===== src/rtl/tx_frame_reader_if.sv =====
// Byte stream from tx_frame_reader to the TX MAC:
// valid/ready handshake with a last-byte marker.
interface tx_frame_reader_if;
  logic [7:0] tx_data;
  logic       tx_valid;
  logic       tx_last;
  logic       tx_ready;

  modport master (
    output tx_data,
    output tx_valid,
    output tx_last,
    input  tx_ready
  );

  modport slave (
    input  tx_data,
    input  tx_valid,
    input  tx_last,
    output tx_ready
  );
endinterface


===== src/rtl/tx_frame_reader.sv =====
// Pulls completed frames out of the RX byte FIFO and streams
// them to the TX MAC, with a length queue and inter-frame gap.
module tx_frame_reader #(
  parameter int LEN_DEPTH  = 4,
  parameter int IFG_CYCLES = 12
) (
  input  logic              clk,
  input  logic              rst,
  input  logic [7:0]        len_in,
  input  logic              len_we,
  input  logic              fifo_empty,
  input  logic [7:0]        fifo_data,
  output logic              fifo_rd,
  tx_frame_reader_if.master tx,
  output logic              len_ovf,
  output logic              busy,
  output logic [15:0]       frames_sent
);
  localparam int LW = $clog2(LEN_DEPTH);
  localparam logic [LW:0] LQ_FULL =
    (LW+1)'(LEN_DEPTH);
  localparam logic [15:0] GAP_LOAD =
    (IFG_CYCLES > 0) ? 16'(IFG_CYCLES - 1) : 16'd0;

  typedef enum logic [1:0] {
    IDLE,
    READ,
    GAP
  } state_t;

  state_t        state_q, state_d;
  logic [7:0]    lq_mem [LEN_DEPTH];
  logic [LW-1:0] lq_wp_q, lq_wp_d;
  logic [LW-1:0] lq_rp_q, lq_rp_d;
  logic [LW:0]   lq_cnt_q, lq_cnt_d;
  logic [7:0]    rem_rd_q, rem_rd_d;
  logic [7:0]    rem_tx_q, rem_tx_d;
  logic [15:0]   gap_q, gap_d;
  logic [7:0]    ob_mem [3];
  logic [1:0]    ob_wp_q, ob_wp_d;
  logic [1:0]    ob_rp_q, ob_rp_d;
  logic [1:0]    ob_cnt_q, ob_cnt_d;
  logic          infl_q, infl_d;
  logic          len_ovf_q, len_ovf_d;
  logic [15:0]   frames_q, frames_d;

  logic       len_ok;
  logic       lq_push;
  logic       lq_pop;
  logic       hs;
  logic       last_hs;
  logic [2:0] outstanding;

  assign tx.tx_valid  = (ob_cnt_q != 2'd0);
  assign tx.tx_data   = ob_mem[ob_rp_q];
  assign tx.tx_last   = tx.tx_valid
                     && (rem_tx_q == 8'd1);
  assign len_ovf      = len_ovf_q;
  assign frames_sent  = frames_q;
  assign busy         = (state_q != IDLE)
                     || (ob_cnt_q != 2'd0);

  always_comb begin
    len_ok  = len_we && (len_in != 8'd0);
    lq_pop  = (state_q == IDLE)
           && (lq_cnt_q != '0);
    // a pop frees a slot, so a full queue still takes the push
    lq_push = len_ok
           && ((lq_cnt_q != LQ_FULL) || lq_pop);
    len_ovf_d = len_ok && !lq_push;

    lq_wp_d = lq_push ? lq_wp_q + LW'(1) : lq_wp_q;
    lq_rp_d = lq_pop  ? lq_rp_q + LW'(1) : lq_rp_q;
    lq_cnt_d = lq_cnt_q
             + (LW+1)'(lq_push)
             - (LW+1)'(lq_pop);

    hs      = tx.tx_valid && tx.tx_ready;
    last_hs = hs && tx.tx_last;

    outstanding = {1'b0, ob_cnt_q}
                + {2'b00, infl_q};
    fifo_rd = (state_q == READ)
           && (rem_rd_q != 8'd0)
           && !fifo_empty
           && (outstanding < 3'd3);
    infl_d  = fifo_rd;

    ob_wp_d = ob_wp_q;
    if (infl_q)
      ob_wp_d = (ob_wp_q == 2'd2) ? 2'd0
              : ob_wp_q + 2'd1;
    ob_rp_d = ob_rp_q;
    if (hs)
      ob_rp_d = (ob_rp_q == 2'd2) ? 2'd0
              : ob_rp_q + 2'd1;
    ob_cnt_d = ob_cnt_q
             + {1'b0, infl_q}
             - {1'b0, hs};

    state_d  = state_q;
    rem_rd_d = rem_rd_q;
    rem_tx_d = rem_tx_q;
    gap_d    = gap_q;
    frames_d = frames_q;
    if (last_hs)
      frames_d = frames_q + 16'd1;

    unique case (state_q)
      IDLE: begin
        if (lq_pop) begin
          rem_rd_d = lq_mem[lq_rp_q];
          rem_tx_d = lq_mem[lq_rp_q];
          state_d  = READ;
        end
      end
      READ: begin
        if (fifo_rd)
          rem_rd_d = rem_rd_q - 8'd1;
        if (hs)
          rem_tx_d = rem_tx_q - 8'd1;
        if (last_hs) begin
          gap_d   = GAP_LOAD;
          state_d = (IFG_CYCLES == 0) ? IDLE : GAP;
        end
      end
      GAP: begin
        if (gap_q == 16'd0)
          state_d = IDLE;
        else
          gap_d = gap_q - 16'd1;
      end
      default: state_d = IDLE;
    endcase
  end

  always_ff @(posedge clk) begin
    if (lq_push && !rst)
      lq_mem[lq_wp_q] <= len_in;
  end

  always_ff @(posedge clk) begin
    if (rst) begin
      state_q   <= IDLE;
      lq_wp_q   <= '0;
      lq_rp_q   <= '0;
      lq_cnt_q  <= '0;
      rem_rd_q  <= '0;
      rem_tx_q  <= '0;
      gap_q     <= '0;
      ob_wp_q   <= '0;
      ob_rp_q   <= '0;
      ob_cnt_q  <= '0;
      infl_q    <= 1'b0;
      len_ovf_q <= 1'b0;
      frames_q  <= '0;
      for (int i = 0; i < 3; i++)
        ob_mem[i] <= '0;
    end else begin
      state_q   <= state_d;
      lq_wp_q   <= lq_wp_d;
      lq_rp_q   <= lq_rp_d;
      lq_cnt_q  <= lq_cnt_d;
      rem_rd_q  <= rem_rd_d;
      rem_tx_q  <= rem_tx_d;
      gap_q     <= gap_d;
      ob_wp_q   <= ob_wp_d;
      ob_rp_q   <= ob_rp_d;
      ob_cnt_q  <= ob_cnt_d;
      infl_q    <= infl_d;
      len_ovf_q <= len_ovf_d;
      frames_q  <= frames_d;
      if (infl_q)
        ob_mem[ob_wp_q] <= fifo_data;
    end
  end
endmodule

===== src/flat_wrapper.sv =====
// flat-port wrapper written by rule: the top's interface ports become plain ports
module tx_frame_reader_flat 
#(
  parameter int LEN_DEPTH  = 4,
  parameter int IFG_CYCLES = 12
)
  (clk, rst, len_in, len_we, fifo_empty, fifo_data, fifo_rd, len_ovf, busy, frames_sent, tx_tx_data, tx_tx_valid, tx_tx_last, tx_tx_ready);
  tx_frame_reader_if tx_i ();
  input  logic clk;
  input  logic rst;
  input  logic [7:0] len_in;
  input  logic len_we;
  input  logic fifo_empty;
  input  logic [7:0] fifo_data;
  output logic fifo_rd;
  output logic len_ovf;
  output logic busy;
  output logic [15:0] frames_sent;
  output wire logic [$bits(tx_i.tx_data)-1:0] tx_tx_data;
  output wire logic [$bits(tx_i.tx_valid)-1:0] tx_tx_valid;
  output wire logic [$bits(tx_i.tx_last)-1:0] tx_tx_last;
  input wire logic [$bits(tx_i.tx_ready)-1:0] tx_tx_ready;
  assign tx_tx_data = tx_i.tx_data;
  assign tx_tx_valid = tx_i.tx_valid;
  assign tx_tx_last = tx_i.tx_last;
  assign tx_i.tx_ready = tx_tx_ready;
  tx_frame_reader #(.LEN_DEPTH(LEN_DEPTH), .IFG_CYCLES(IFG_CYCLES)) u_core (.clk(clk), .rst(rst), .len_in(len_in), .len_we(len_we), .fifo_empty(fifo_empty), .fifo_data(fifo_data), .fifo_rd(fifo_rd), .tx(tx_i), .len_ovf(len_ovf), .busy(busy), .frames_sent(frames_sent));
endmodule

===== config.mk =====
export PLATFORM = sky130hd
export DESIGN_NAME = tx_frame_reader_flat
export DESIGN_NICKNAME = d
export VERILOG_FILES = /design/src/rtl/tx_frame_reader_if.sv /design/src/rtl/tx_frame_reader.sv /design/src/flat_wrapper.sv
export SDC_FILE = /design/constraint.sdc
export NUM_CORES = 1
export LEC_CHECK = 0
export BUFFER_PORTS_ARGS = -buffer_cell sky130_fd_sc_hd__buf_4
export CAP_MARGIN = 15
export CORE_MARGIN = 1.5
export CORE_UTILIZATION = 64
export CTS_CLUSTER_SIZE = 30
export DETAILED_ROUTE_END_ITERATION = 10
export GPL_TIMING_DRIVEN = 0
export PLACE_DENSITY = 0.82
export SYNTH_ARGS = -nofsm -noshare
export SYNTH_HDL_FRONTEND = slang
export SYNTH_SLANG_ARGS = --single-unit

===== constraint.sdc =====
create_clock -name clk -period 4.5 [get_ports clk]
set_input_delay 0.9 -clock clk [delete_from_list [all_inputs] [get_ports clk]]
set_output_delay 0.9 -clock clk [all_outputs]
set_load 0.05 [all_outputs]

After elaboration in Yosys (flattened, before gate mapping) --
Memory sizes are Yosys's and may differ from the RTL's. A register that Yosys moved wholly into a read port is not among the register bits. Index checks and enable logic that the tools add are counted.
Storage, ports and cells: register bits 65, RAM bits 56, input port bits 21, output and inout port bits 29, logic and storage cells 99, memories 2
Memories:
- u_core.lq_mem | words 4, width 8, rd ports 1, clocked after memory_dff 1, write ports 1, RTL line tx_frame_reader.sv:32 | logic [7:0] lq_mem [LEN_DEPTH];
- u_core.ob_mem | words 3, width 8, rd ports 1, clocked after memory_dff 1, write ports 3, RTL line tx_frame_reader.sv:39 | logic [7:0] ob_mem [3];
Operators by class: $add $sub $neg 13, $lt $le $gt $ge 1, equal/unequal tests 12, muxes and demuxes 28, reduce and logical (&&, ||, !) cells 30
Operator list (count):
- $mux 16 | 2
- $mux 8 | 4
- $pmux 16 s2 | 1
- $pmux 8 s2 | 2
- $mux 2 | 10
- $add 16x1->16 const B | 1
- $logic_not 16->1 | 1
- $reduce_bool 8->1 | 2
- $sub 16x1->16 const B | 1
- $sub 8x1->8 const B | 2
- $reduce_and 3->1 | 4
- $logic_and 1x1->1 | 11
- $add 2x1->2 const B | 4
- $eq 8x1->1 const B | 1
- $mux 1 | 8
- $ne 2x1->1 const B | 4
- $reduce_bool 2->1 | 4
- $reduce_or 8->1 | 1
- $eq 2x2->1 const B | 3
- $pmux 2 s3 | 1
- $ne 2x2->1 const B | 2
- $add 2x1->3 | 1
- $add 3x1->3 | 1
- $logic_not 1->1 | 3
- other kinds (9) | 10

Depth between registers and ports, before layout --
Gate-level depths: netlist of run 1.
depth after elaboration 7, mapped depth 9, depth with buffers taken out 8

Worst setup path after synthesis of run 1 --
No wires, ideal clock.
kind input port to output port, start point in fifo_empty, end point out fifo_rd, arrival 2394 ps, path slack 1206 ps, stages on the path 2, buffers on the path 0, path through a211o_1 -> a211oi_1
On the way: word-level cells in the longest chain between the ends 3
Ends and longest elaborated chain:
- start: declaration | RTL line flat_wrapper.sv:13 | input logic fifo_empty;
- $logic_not 1->1 | RTL line tx_frame_reader.sv:85 | && !fifo_empty
- $logic_and 1x1->1 | RTL line tx_frame_reader.sv:85
- $logic_and 1x1->1 | RTL line tx_frame_reader.sv:86 | && (outstanding < 3'd3);
- end: declaration | RTL line flat_wrapper.sv:15 | output logic fifo_rd;
Every way passes these cells.

Worst setup path after layout of run 1 --
start point reg u_core.infl_q, end point out fifo_rd
On the way: word-level cells in the longest chain between the ends 3
Ends and longest elaborated chain:
- start: declaration | RTL line tx_frame_reader.sv:43 | logic infl_q, infl_d;
- start signal: assignment | RTL line tx_frame_reader.sv:170 | infl_q <= infl_d;
- $add 2x1->3 | RTL line tx_frame_reader.sv:82 | + {2'b00, infl_q};
- $lt 3x2->1 | RTL line tx_frame_reader.sv:86
- $logic_and 1x1->1 | RTL line tx_frame_reader.sv:86
Every way passes these cells.

==> results of run 1 <==
==> final cells by class <==
class	instances	area [µm²]	share of cell area
Timing Repair Buffer	49	365.4	0.05182
Buffer	22	85.08	0.01207
Tap cell	111	138.9	0.01970
Clock inverter	13	95.09	0.01349
Sequential cell	133	3303	0.4685
Multi-Input combinational cell	368	2532	0.3592
Clock buffer	19	444.2	0.06300
Inverter	23	86.33	0.01224
==> critical path, cell delays in order, from the launching register on <==
cell	delay [ns]
dfxtp_1	0.35
ha_1	0.21
ha_1	0.27
a211o_1	0.32
a211oi_1	0.41
buf_4	0.29
==> sequential cells by signal, indices dropped and copies added (netlist names), named ones only <==
signal and flops:
u_core.lq_mem 32, u_core.ob_mem 32, u_core.frames_sent 16, u_core.gap_q 16, u_core.rem_rd_q 8, u_core.rem_tx_q 8, u_core.lq_cnt_q 3, u_core.lq_rp_q 2
u_core.lq_wp_q 2, u_core.ob_cnt_q 2, u_core.ob_rp_q 2, u_core.ob_wp_q 2, u_core.state_q 2, u_core.infl_q 1, u_core.len_ovf 1
==> report_power, final <==
group | leakage [nW] | switching [mW] | internal, mW | total (mW)
combinational | 1.26 | 0.759 | 0.454 | 1.21
sequential | 1.17 | 0.120 | 1.42 | 1.54
clock | 0.276 | 0.539 | 0.717 | 1.26
==> worst paths after layout <==
| path | to | cells after the start |
|---|---|---|
| worst min register to register | u_core.gap_q[9]$_SDFFE_PP0P_ | 2 |
| worst max register to register | u_core.gap_q[4]$_SDFFE_PP0P_ | 6 |
| worst max-delay path | fifo_rd | 5 |
| worst min-delay path | u_core.gap_q[9]$_SDFFE_PP0P_ | 2 |
==> logic make-up after synthesis <==
logic type      Yosys count  share of synthesized area
compound gates           97                    0.09561
buf+inv                  45                    0.02853
mux                      26                    0.07665
fa+ha+maj                17                    0.03666
simple gates            212                     0.1893
xor+xnor                 16                    0.02333
flops                   133                     0.5499
==> cells in the final DEF, fill, tap and decap left out, types with 4 or more instances in the layout <==
| cell type | count |
|---|---|
| dfxtp_1 | 69 |
| edfxtp_1 | 64 |
| nor2_1 | 56 |
| buf_4 | 48 |
| and2_1 | 38 |
| o21ai_0 | 36 |
| a21oi_1 | 33 |
| nand2_1 | 30 |
| inv_1 | 23 |
| or3_1 | 18 |
| clkbuf_1 | 17 |
| clkbuf_16 | 17 |
| mux4_2 | 16 |
| ha_1 | 16 |
| nor3_1 | 14 |
| mux2i_1 | 10 |
| a211oi_1 | 8 |
| xnor2_1 | 8 |
| xor2_1 | 8 |
| or4_1 | 7 |
| or2_2 | 7 |
| nor4_1 | 7 |
| nand3_1 | 6 |
| nor2b_1 | 6 |
| a31oi_1 | 5 |
| nand2b_1 | 4 |
| nand4_1 | 4 |
| clkinv_4 | 4 |
==> Yosys cell counts (2+ instances only) <==
library cell and count:
a2111oi_2 2, dfxtp_1 69, or2_2 7, a21oi_1 33, o211ai_1 2, or3_1 18
ha_1 16, xnor2_1 8, and2_1 38, nand4_2 2, nor2_1 56, nand4_1 4
nand3_1 6, nor2b_1 6, buf_2 2, nor3_1 14, a211oi_1 8, xor2_1 8
nor4b_1 2, buf_1 3, clkbuf_1 17, a31oi_1 5, nand2b_1 4, mux2i_1 10
nor3b_1 2, inv_1 23, nand2_1 30, o21ai_0 36, mux4_2 16, o31a_1 2
nor4_1 7, or4_1 7, edfxtp_1 64, and3_1 2
==> metal layers <==
layer,global-route usage,up-vias
li1,-,2119
met1,0.3207,2198
met2,0.4846,132
met3,0.06058,26
met4,0.1040,0
met5,0,-
==> per-stage QoR <==
stage | worst slack (ns) | cell area (µm²) | cells | utilization | hold WS, ns
final | 1.225 | 7051 | 738 | 0.7703 | 0.4691
after global routing | 1.192 | 7051 | 738 | 0.7703 | 0.4922
after CTS | 1.203 | 7051 | 738 | 0.7703 | 0.4705
after detailed placement | 1.254 | 6511 | 706 | 0.7114 | 0.4582
after global placement | 1.295 | 6506 | 705 | 0.7109 | 0.4482
after floorplan | 1.206 | 6007 | 546 | - | 0.4378
==> run summary, run 1 <==
RSZ-0062 raised after global routing = false
Core box area = 9153 µm²
Max-Cap Viols = 0
DR WL met2 = 6745 µm
Worst Path Max Fanout = 4
I/O pin total = 50
Seq/Total Area, Yosys = 0.5499
Tmin final = 3.275 ns
Final hold viol count = 0
Post-synthesis cell area = 6007 µm²
Asr flop ratio synth = 0
Synth top area share = 0.3199
Synth Register Bits = 133
Tightest Pin Transition = 0.8696 ns
H-tree depth = 4
CTS max path bufs = 2
Routed vias/inst = 6.064
Maximum VDD drop = 0.4396 mV
Row count = 35
Share of layout cells above drive strength 1 = 0.1850
Crit path DAT = 2.38 ns
Total track usage = 0.2718
Synth Net Count = 584
Part of the cycle the worst path needs = 0.7278
Post-DP HPWL = 8677 µm
Root buf cell = clkbuf_8
Initial Utilization = 0.6563
Largest net degree at the start of global routing = 17
Number of synthesis warnings = 0
Total grt overflow = 0
Via Count = 4475
Met3 Wirelength = 534 µm
Tot Pwr = 4.007 mW
Type of the worst setup path = reg -> out
Setup violators final = 0
Die height = 99.88 µm
Die X = 99.88 µm
Clock Latency Late Sink = 0.52 ns
Top_reg_cell synth = dfxtp_1
Number of synthesized flops with an enable pin = 64
Area of the die = 9976 µm²
PwrDens = 568.3 nW/µm²
Post-CTS Setup Repair Bufs = 0
WL/cell = 17.35 µm
Outcome = complete, no violations
Residual DRC = 0
Cts hold-fix bufs = 0
Top Layer Used = met4
Synth top area cells = edfxtp_1, dfxtp_1, mux4_2
Reg2reg setup slack = 1.98 ns
Fmax = 305.3 MHz
Leakage = 2.705 nW
GP Congestion = 0.8799
Clock slew at reported path FFs = 0.06 ns
Post-CTS Resized = 0
Fillcell total = 569
Setup TNS = 0 ns
Final setup skew = 0.008980 ns
CP startpoint kind = flop
Avg Inst Size Synth = 11.00 µm²
TritonCTS clock tree = done
Nets@finish = 652
Crit end category = output port
CTS Buf Count = 17
First-pass GRT wire length = 20780 µm
Antenna cells = 0
Hold Path Class = reg -> reg
Initial antenna violation count = 0
Clock Sink Count = 133
Crit. Startpoint = u_core.infl_q$_SDFF_PP0_
Synth area leader = edfxtp_1
Vias in the first global route = 4258
Antenna viol nets, final = 0
Layout Area Growth over Synthesis = 17.37%
RR Startpoint = u_core.rem_tx_q[3]$_SDFFE_PP0P_
Worst EP required = 3.60 ns
Final max-slew violation count = 0
Rel. slew slack = 0.4149
Final wirelength = 12810 µm
Pre-antenna DRT Iters = 5
Hold path start = u_core.gap_q[9]$_SDFFE_PP0P_
Post-Synthesis Cells = 546
IO buf count = 48
Met1 WL = 5226 µm
Distinct cells, synth = 51
DRT iter0 DRCs = 219
Note: power is estimated with default switching activity, not from simulation.
==> inputs of run 2 (changes only) <==
- CORE_UTILIZATION: 64 -> 54
- PLACE_DENSITY: 0.82 -> 0.73
- clock period: 4.5 -> 2.6 ns (I/O delays scaled with it)
==> run 2 against run 1 <==
  * Routed wire length up 1.4%
  * Final area up 2.8%
  * Power up 77%
  * Combinational power up 80%
  * Non-clock buffer count up 6
  * Utilization down 10 points
  * Largest power group unchanged
  * Worst setup slack worse by 1.2 ns
  * Largest cell class unchanged
  * Clock power up 77%
  * Critical path depth unchanged
  * Die area up 18%
==> run summary, run 2 (same netlist as run 1, synthesis figures left out) <==
Part of the cycle the worst path needs = 0.9888
Worst EP required = 2.08 ns (-1.52 ns)
Largest regs = u_core.lq_mem (32), u_core.ob_mem (32)
Antenna viol nets, final = 0 (unchanged)
Leakage = 2.746 nW (+1.5%)
Final hold viol count = 0 (unchanged)
PwrDens = 981.2 nW/µm² (+73%)
Internal cell power = 4.652 mW (+80%)
Pre-antenna DRT Iters = 5 (unchanged)
Crit end category = output port
I/O pin total = 50 (unchanged)
Tmin final = 2.571 ns
H-tree depth = 4 (unchanged)
First-pass GRT wire length = 20530 µm (-1.2%)
Residual DRC = 0 (unchanged)
Total grt overflow = 0 (unchanged)
Rel. slew slack = 0.4961 (+0.08118)
Fmax = 389.0 MHz
Clock Latency Late Sink = 0.53 ns (about the same)
Hold path start = fifo_data[5]
Highest-count cells in the layout ignoring fill and taps = dfxtp_1, edfxtp_1, nor2_1
Largest net degree at the start of global routing = 17 (unchanged)
RR Startpoint = u_core.rem_tx_q[4]$_SDFFE_PP0P_
Vias in the first global route = 4182 (-1.8%)
Routed vias/inst = 5.732 (-5.5%)
Die X = 108.5 µm (+8.6%)
GP Congestion = 0.8449 (-4.0%)
CP startpoint kind = flop
Tightest Pin Transition = 0.7509 ns (-0.1188 ns)
Final setup skew = 0.005829 ns (-0.003151 ns)
Maximum VDD drop = 0.6146 mV (+40%)
Worst r2r path cells = 6 (unchanged)
Outcome = complete, no violations
Max-Cap Viols = 0 (unchanged)
WL/cell = 16.80 µm (-3.2%)
Row count = 38 (+8.6%)
Post-DP HPWL = 8539 µm (-1.6%)
Antenna cells = 0 (unchanged)
Hold-critical path depth = 1 (-1)
Sequential share of power = 0.379 (-0.004)
Crit. Startpoint = u_core.infl_q$_SDFF_PP0_
Commonest non-fill, non-tap cell in the layout = dfxtp_1
Setup TNS = 0 ns (unchanged)
P_sw = 2.458 mW (+73%)
IO buf count = 48 (unchanged)
Worst Path Max Fanout = 2 (-2)
Final core occ = 0.6684 (-0.1019)
DRT iter0 DRCs = 318 (+45%)
Sw frac = 0.3457 (-0.008536)
Min Hold Slack = 0.1845 ns (-0.2846 ns)
Clk pwr share = 0.314 (about the same)
Initial antenna violation count = 0 (unchanged)
Area of the die = 11770 µm² (+18%)
Comb pwr share = 0.307 (+0.004)
CTS Buf Count = 17 (unchanged)
Clock slew at reported path FFs = 0.06 ns (about the same)
Clock Sink Count = 133 (unchanged)
Type of the worst setup path = reg -> out
TritonCTS clock tree = done
Nets@finish = 658 (+0.92%)
Share of layout cells above drive strength 1 = 0.2022 (+0.01720)
Hold Path Class = in -> reg
Core box area = 10840 µm² (+18%)
Final wirelength = 12990 µm (+1.4%)
Final max-slew violation count = 0 (unchanged)
Crit path DAT = 2.05 ns (-0.33 ns)
Via Count = 4431 (-0.98%)
Layout Area Growth over Synthesis = 20.62%
Initial Utilization = 0.5541 (-0.1022)
CTS max path bufs = 2 (unchanged)
Total track usage = 0.2341 (-0.03775)
Die height = 108.5 µm (+8.6%)
Root buf cell = clkbuf_8
Setup violators final = 0 (unchanged)
-- run 2: cell count changes in the layout (fill, tap and decap cells not counted), sizes merged --
cell	delta
bufinv	+2
clkdlybuf4s18	+1
clkinv	+1
clkbuf	-1
clkinvlp	+3
buf	+5
inv	-5
-- run 2: area by class of cell --
class	count	area [µm²]
multi-input cells	368	2592
clock buffers	18	417.9
plain buffers	21	83.83
repair buffers	56	442.9
flip-flops and latches	133	3311
inverters	23	86.33
clock inverters	14	136.4
well taps	140	175.2
fillers	826	3595
-- run 2: routing by layer --
| metal | wire length, µm | track usage | vias up |
|---|---|---|---|
| met5 | 0 | 0 | - |
| met4 | 276 | 0.1184 | 0 |
| li1 | - | - | 2137 |
| met3 | 685 | 0.04461 | 30 |
| met2 | 6386 | 0.3729 | 149 |
| met1 | 5638 | 0.3056 | 2115 |
-- run 2: repair_timing --
item,in CTS,in global routing
hold buffers,0,0
gates cloned,0,0
gates resized for setup,2,13
pin swaps,0,4
endpoints found under the setup margin,9,20
setup buffers,0,7
-- run 2: power by group through the flow --
stage	Clock [mW]	Sequential (mW)	Combinational, mW
after floorplan	0	2.64	1.58
after global placement	0	2.67	2.01
after detailed placement	0	2.69	2.04
after CTS	2.26	2.67	2.06
after global routing	2.34	2.73	2.38
final	2.23	2.70	2.18
-- run 2: worst paths after layout --
path	end	slack [ns]
worst max-delay path	fifo_rd	0.03
worst min-delay path	u_core.ob_mem[3][5]$_DFFE_PP_	0.18
worst max register to register	u_core.gap_q[4]$_SDFFE_PP0P_	0.23
worst min register to register	u_core.gap_q[9]$_SDFFE_PP0P_	0.46
-- run 2: metrics by stage --
step / power [mW] / setup WS, ns / cells / instance area [µm²]
after floorplan: 4.216 / 0.04517 / 546 / 6017
after global placement: 4.680 / -0.1044 / 734 / 6553
after detailed placement: 4.731 / -0.1124 / 735 / 6563
after CTS: 7.002 / -0.1296 / 766 / 7124
after global routing: 7.447 / -0.004504 / 773 / 7246
final: 7.109 / 0.02923 / 773 / 7246
-- run 2: critical path, stage by stage (launching register included) --
cell	delay [ns]
dfxtp_4	0.35
ha_4	0.16
ha_4	0.23
a211o_1	0.30
a211oi_4	0.28
buf_6	0.20
==> inputs of run 3 (changes only) <==
- PLACE_DENSITY: 0.73 -> default
- PLACE_DENSITY_LB_ADDON: default -> 0.05
==> run 3 against run 2 <==
  * Clock skew is 0.0018 ns higher
  * Final area shrank 1.2%
  * Routed wire length is 1.4% lower
  * Worst hold slack better by 0.010 ns
  * Clock power down 2%
  * Die area unchanged
  * Non-clock buffer count fell by 4
  * Critical path depth decreased by 1
  * Combinational power is essentially flat
==> run summary, run 3 (same netlist as run 1, synthesis figures left out) <==
Rel. slew slack = 0.4132 (-0.08284)
H-tree depth = 4 (unchanged)
Total grt overflow = 0 (unchanged)
Core box area = 10840 µm² (unchanged)
Crit path DAT = 2.03 ns (-0.02 ns)
Final core occ = 0.6605 (-0.007849)
WP buf/inv = 2 (+1)
Type of the worst setup path = reg -> out
Worst EP required = 2.08 ns (about the same)
Clock slew at reported path FFs = 0.06 ns (about the same)
Setup TNS = 0 ns (unchanged)
CP startpoint kind = flop
PwrDens = 983.8 nW/µm² (+0.27%)
Residual DRC = 0 (unchanged)
I/O pin total = 50 (unchanged)
Max-Cap Viols = 0 (unchanged)
Outcome = complete, no violations
Delay-heaviest family, CP = simple AND/OR/NAND/NOR gates
Placed inst area = 6558 µm² (about the same)
Routed vias/inst = 5.662 (-1.2%)
Max incr delay on CP = 0.55 ns (+0.20 ns)
Total track usage = 0.2338 (-0.0002514)
WL/cell = 16.65 µm (-0.90%)
Final setup skew = 0.007666 ns (+0.001838 ns)
RSZ-0062 raised after global routing = false
Antenna cells = 0 (unchanged)
Largest net degree at the start of global routing = 17 (unchanged)
Commonest non-fill, non-tap cell in the layout = dfxtp_1
Final wirelength = 12800 µm (-1.4%)
Root buf cell = clkbuf_8
Hold Path Class = in -> reg
Die height = 108.5 µm (unchanged)
Clock Sink Count = 133 (unchanged)
Final max-slew violation count = 0 (unchanged)
Maximum VDD drop = 0.6018 mV (-2.1%)
Final hold viol count = 0 (unchanged)
Die X = 108.5 µm (unchanged)
Share of layout cells above drive strength 1 = 0.1924 (-0.009843)
Nets@finish = 654 (-0.61%)
Worst-path cell chain = or4_1 > buf_4 > nor3_4 > buf_6
Fillcell total = 870 (+5.3%)
Row count = 38 (unchanged)
CTS Buf Count = 17 (unchanged)
DRT iter0 DRCs = 245 (-23%)
IO buf count = 48 (unchanged)
Setup violators final = 0 (unchanged)
Initial Utilization = 0.5541 (unchanged)
Pre-antenna DRT Iters = 5 (unchanged)
Clock Latency Late Sink = 0.52 ns (about the same)
CP max stage cell = or4_1
Leakage = 2.726 nW (-0.76%)
Largest regs = u_core.lq_mem (32), u_core.ob_mem (32)
First-pass GRT wire length = 20630 µm (+0.51%)
Via Count = 4354 (-1.7%)
CTS max path bufs = 2 (unchanged)
TritonCTS clock tree = done
Vias in the first global route = 4209 (+0.65%)
Placed Cells = 735 (unchanged)
Initial antenna violation count = 0 (unchanged)
Layout Area Growth over Synthesis = 19.20%
Crit end category = output port
Highest-count cells in the layout ignoring fill and taps = dfxtp_1, edfxtp_1, nor2_1
Part of the cycle the worst path needs = 0.9799 (-0.008879)
Min Hold Slack = 0.1948 ns (+0.01035 ns)
Tmin final = 2.548 ns (-0.02308 ns)
GP Congestion = 0.8515 (+0.78%)
Final std cells w/o fill = 769 (-0.52%)
Worst Path Max Fanout = 8 (+6)
Antenna viol nets, final = 0 (unchanged)
Final instance area = 7161 µm² (-1.2%)
Cts hold-fix bufs = 0 (unchanged)
Tightest Pin Transition = 0.8743 ns (+0.1234 ns)
Area of the die = 11770 µm² (unchanged)
Post-DP HPWL = 8989 µm (+5.3%)
Fmax = 392.5 MHz (+0.91%)
run 3: cell types whose count changed in the layout (fill, tap and decap cells not counted), moves of 2 or more:
cell / previous run / this run
ha_4: 2 / 0
dfxtp_1: 65 / 67
clkinv_4: 2 / 5
ha_1: 14 / 16
inv_6: 1 / 3
clkinv_2: 4 / 2
buf_4: 52 / 50
run 3: through the flow:
stage	setup WS [ns]	total power, mW
global placement	-0.1386	4.707
detailed placement	-0.1524	4.801
global route	0.001164	7.444
floorplan	0.04517	4.216
finish	0.05232	7.045
CTS	0.0007208	7.008
run 3: where the power goes:
group	switching, mW	total [mW]	internal [mW]	leakage (nW)
Combinational	1.36	2.18	0.822	1.29
Clock	0.915	2.19	1.27	0.264
Sequential	0.223	2.68	2.45	1.17
run 3: path summary, 6_finish.rpt:
check             slack, ns                            start                            end  cells past startpoint
hold reg to reg        0.47     u_core.gap_q[5]$_SDFFE_PP0P_   u_core.gap_q[5]$_SDFFE_PP0P_                      2
setup reg to reg       0.20  u_core.rem_tx_q[3]$_SDFFE_PP0P_   u_core.gap_q[4]$_SDFFE_PP0P_                      6
setup / recovery       0.05  u_core.rem_tx_q[3]$_SDFFE_PP0P_                     tx_tx_last                      4
hold / removal         0.19                     fifo_data[1]  u_core.ob_mem[3][1]$_DFFE_PP_                      1
run 3: timing repair:
action,4_1_cts,5_1_grt
setup buffers,1,2
gates resized for setup,3,7
pin swaps,2,2
endpoints found under the setup margin,9,27
gates cloned,0,0
run 3: routing by layer:
metal	vias to the layer above	wire length, µm	GRT usage
li1	2129	-	-
met2	123	6477	0.3841
met5	-	0	0
met3	12	619	0.05244
met1	2090	5586	0.3083
met4	0	120	0.07425
run 3: worst register-to-register path, stage by stage, from the launching register on:
cell and delay (ns):
dfxtp_1 0.38, or4_1 0.55, buf_4 0.20, nor4_4 0.43, clkbuf_1 0.40, o211ai_1 0.18, mux2i_1 0.15
run 3: area by class of cell:
type                            count  area [µm²]  share of cell area
Inverter                           23       86.33             0.01206
Timing Repair Buffer               52       395.4             0.05522
Clock inverter                     14       128.9             0.01800
Buffer                             21       83.83             0.01171
Clock buffer                       18       417.9             0.05836
Multi-Input combinational cell    368        2567              0.3586
Sequential cell                   133        3306              0.4616
Tap cell                          140       175.2             0.02446
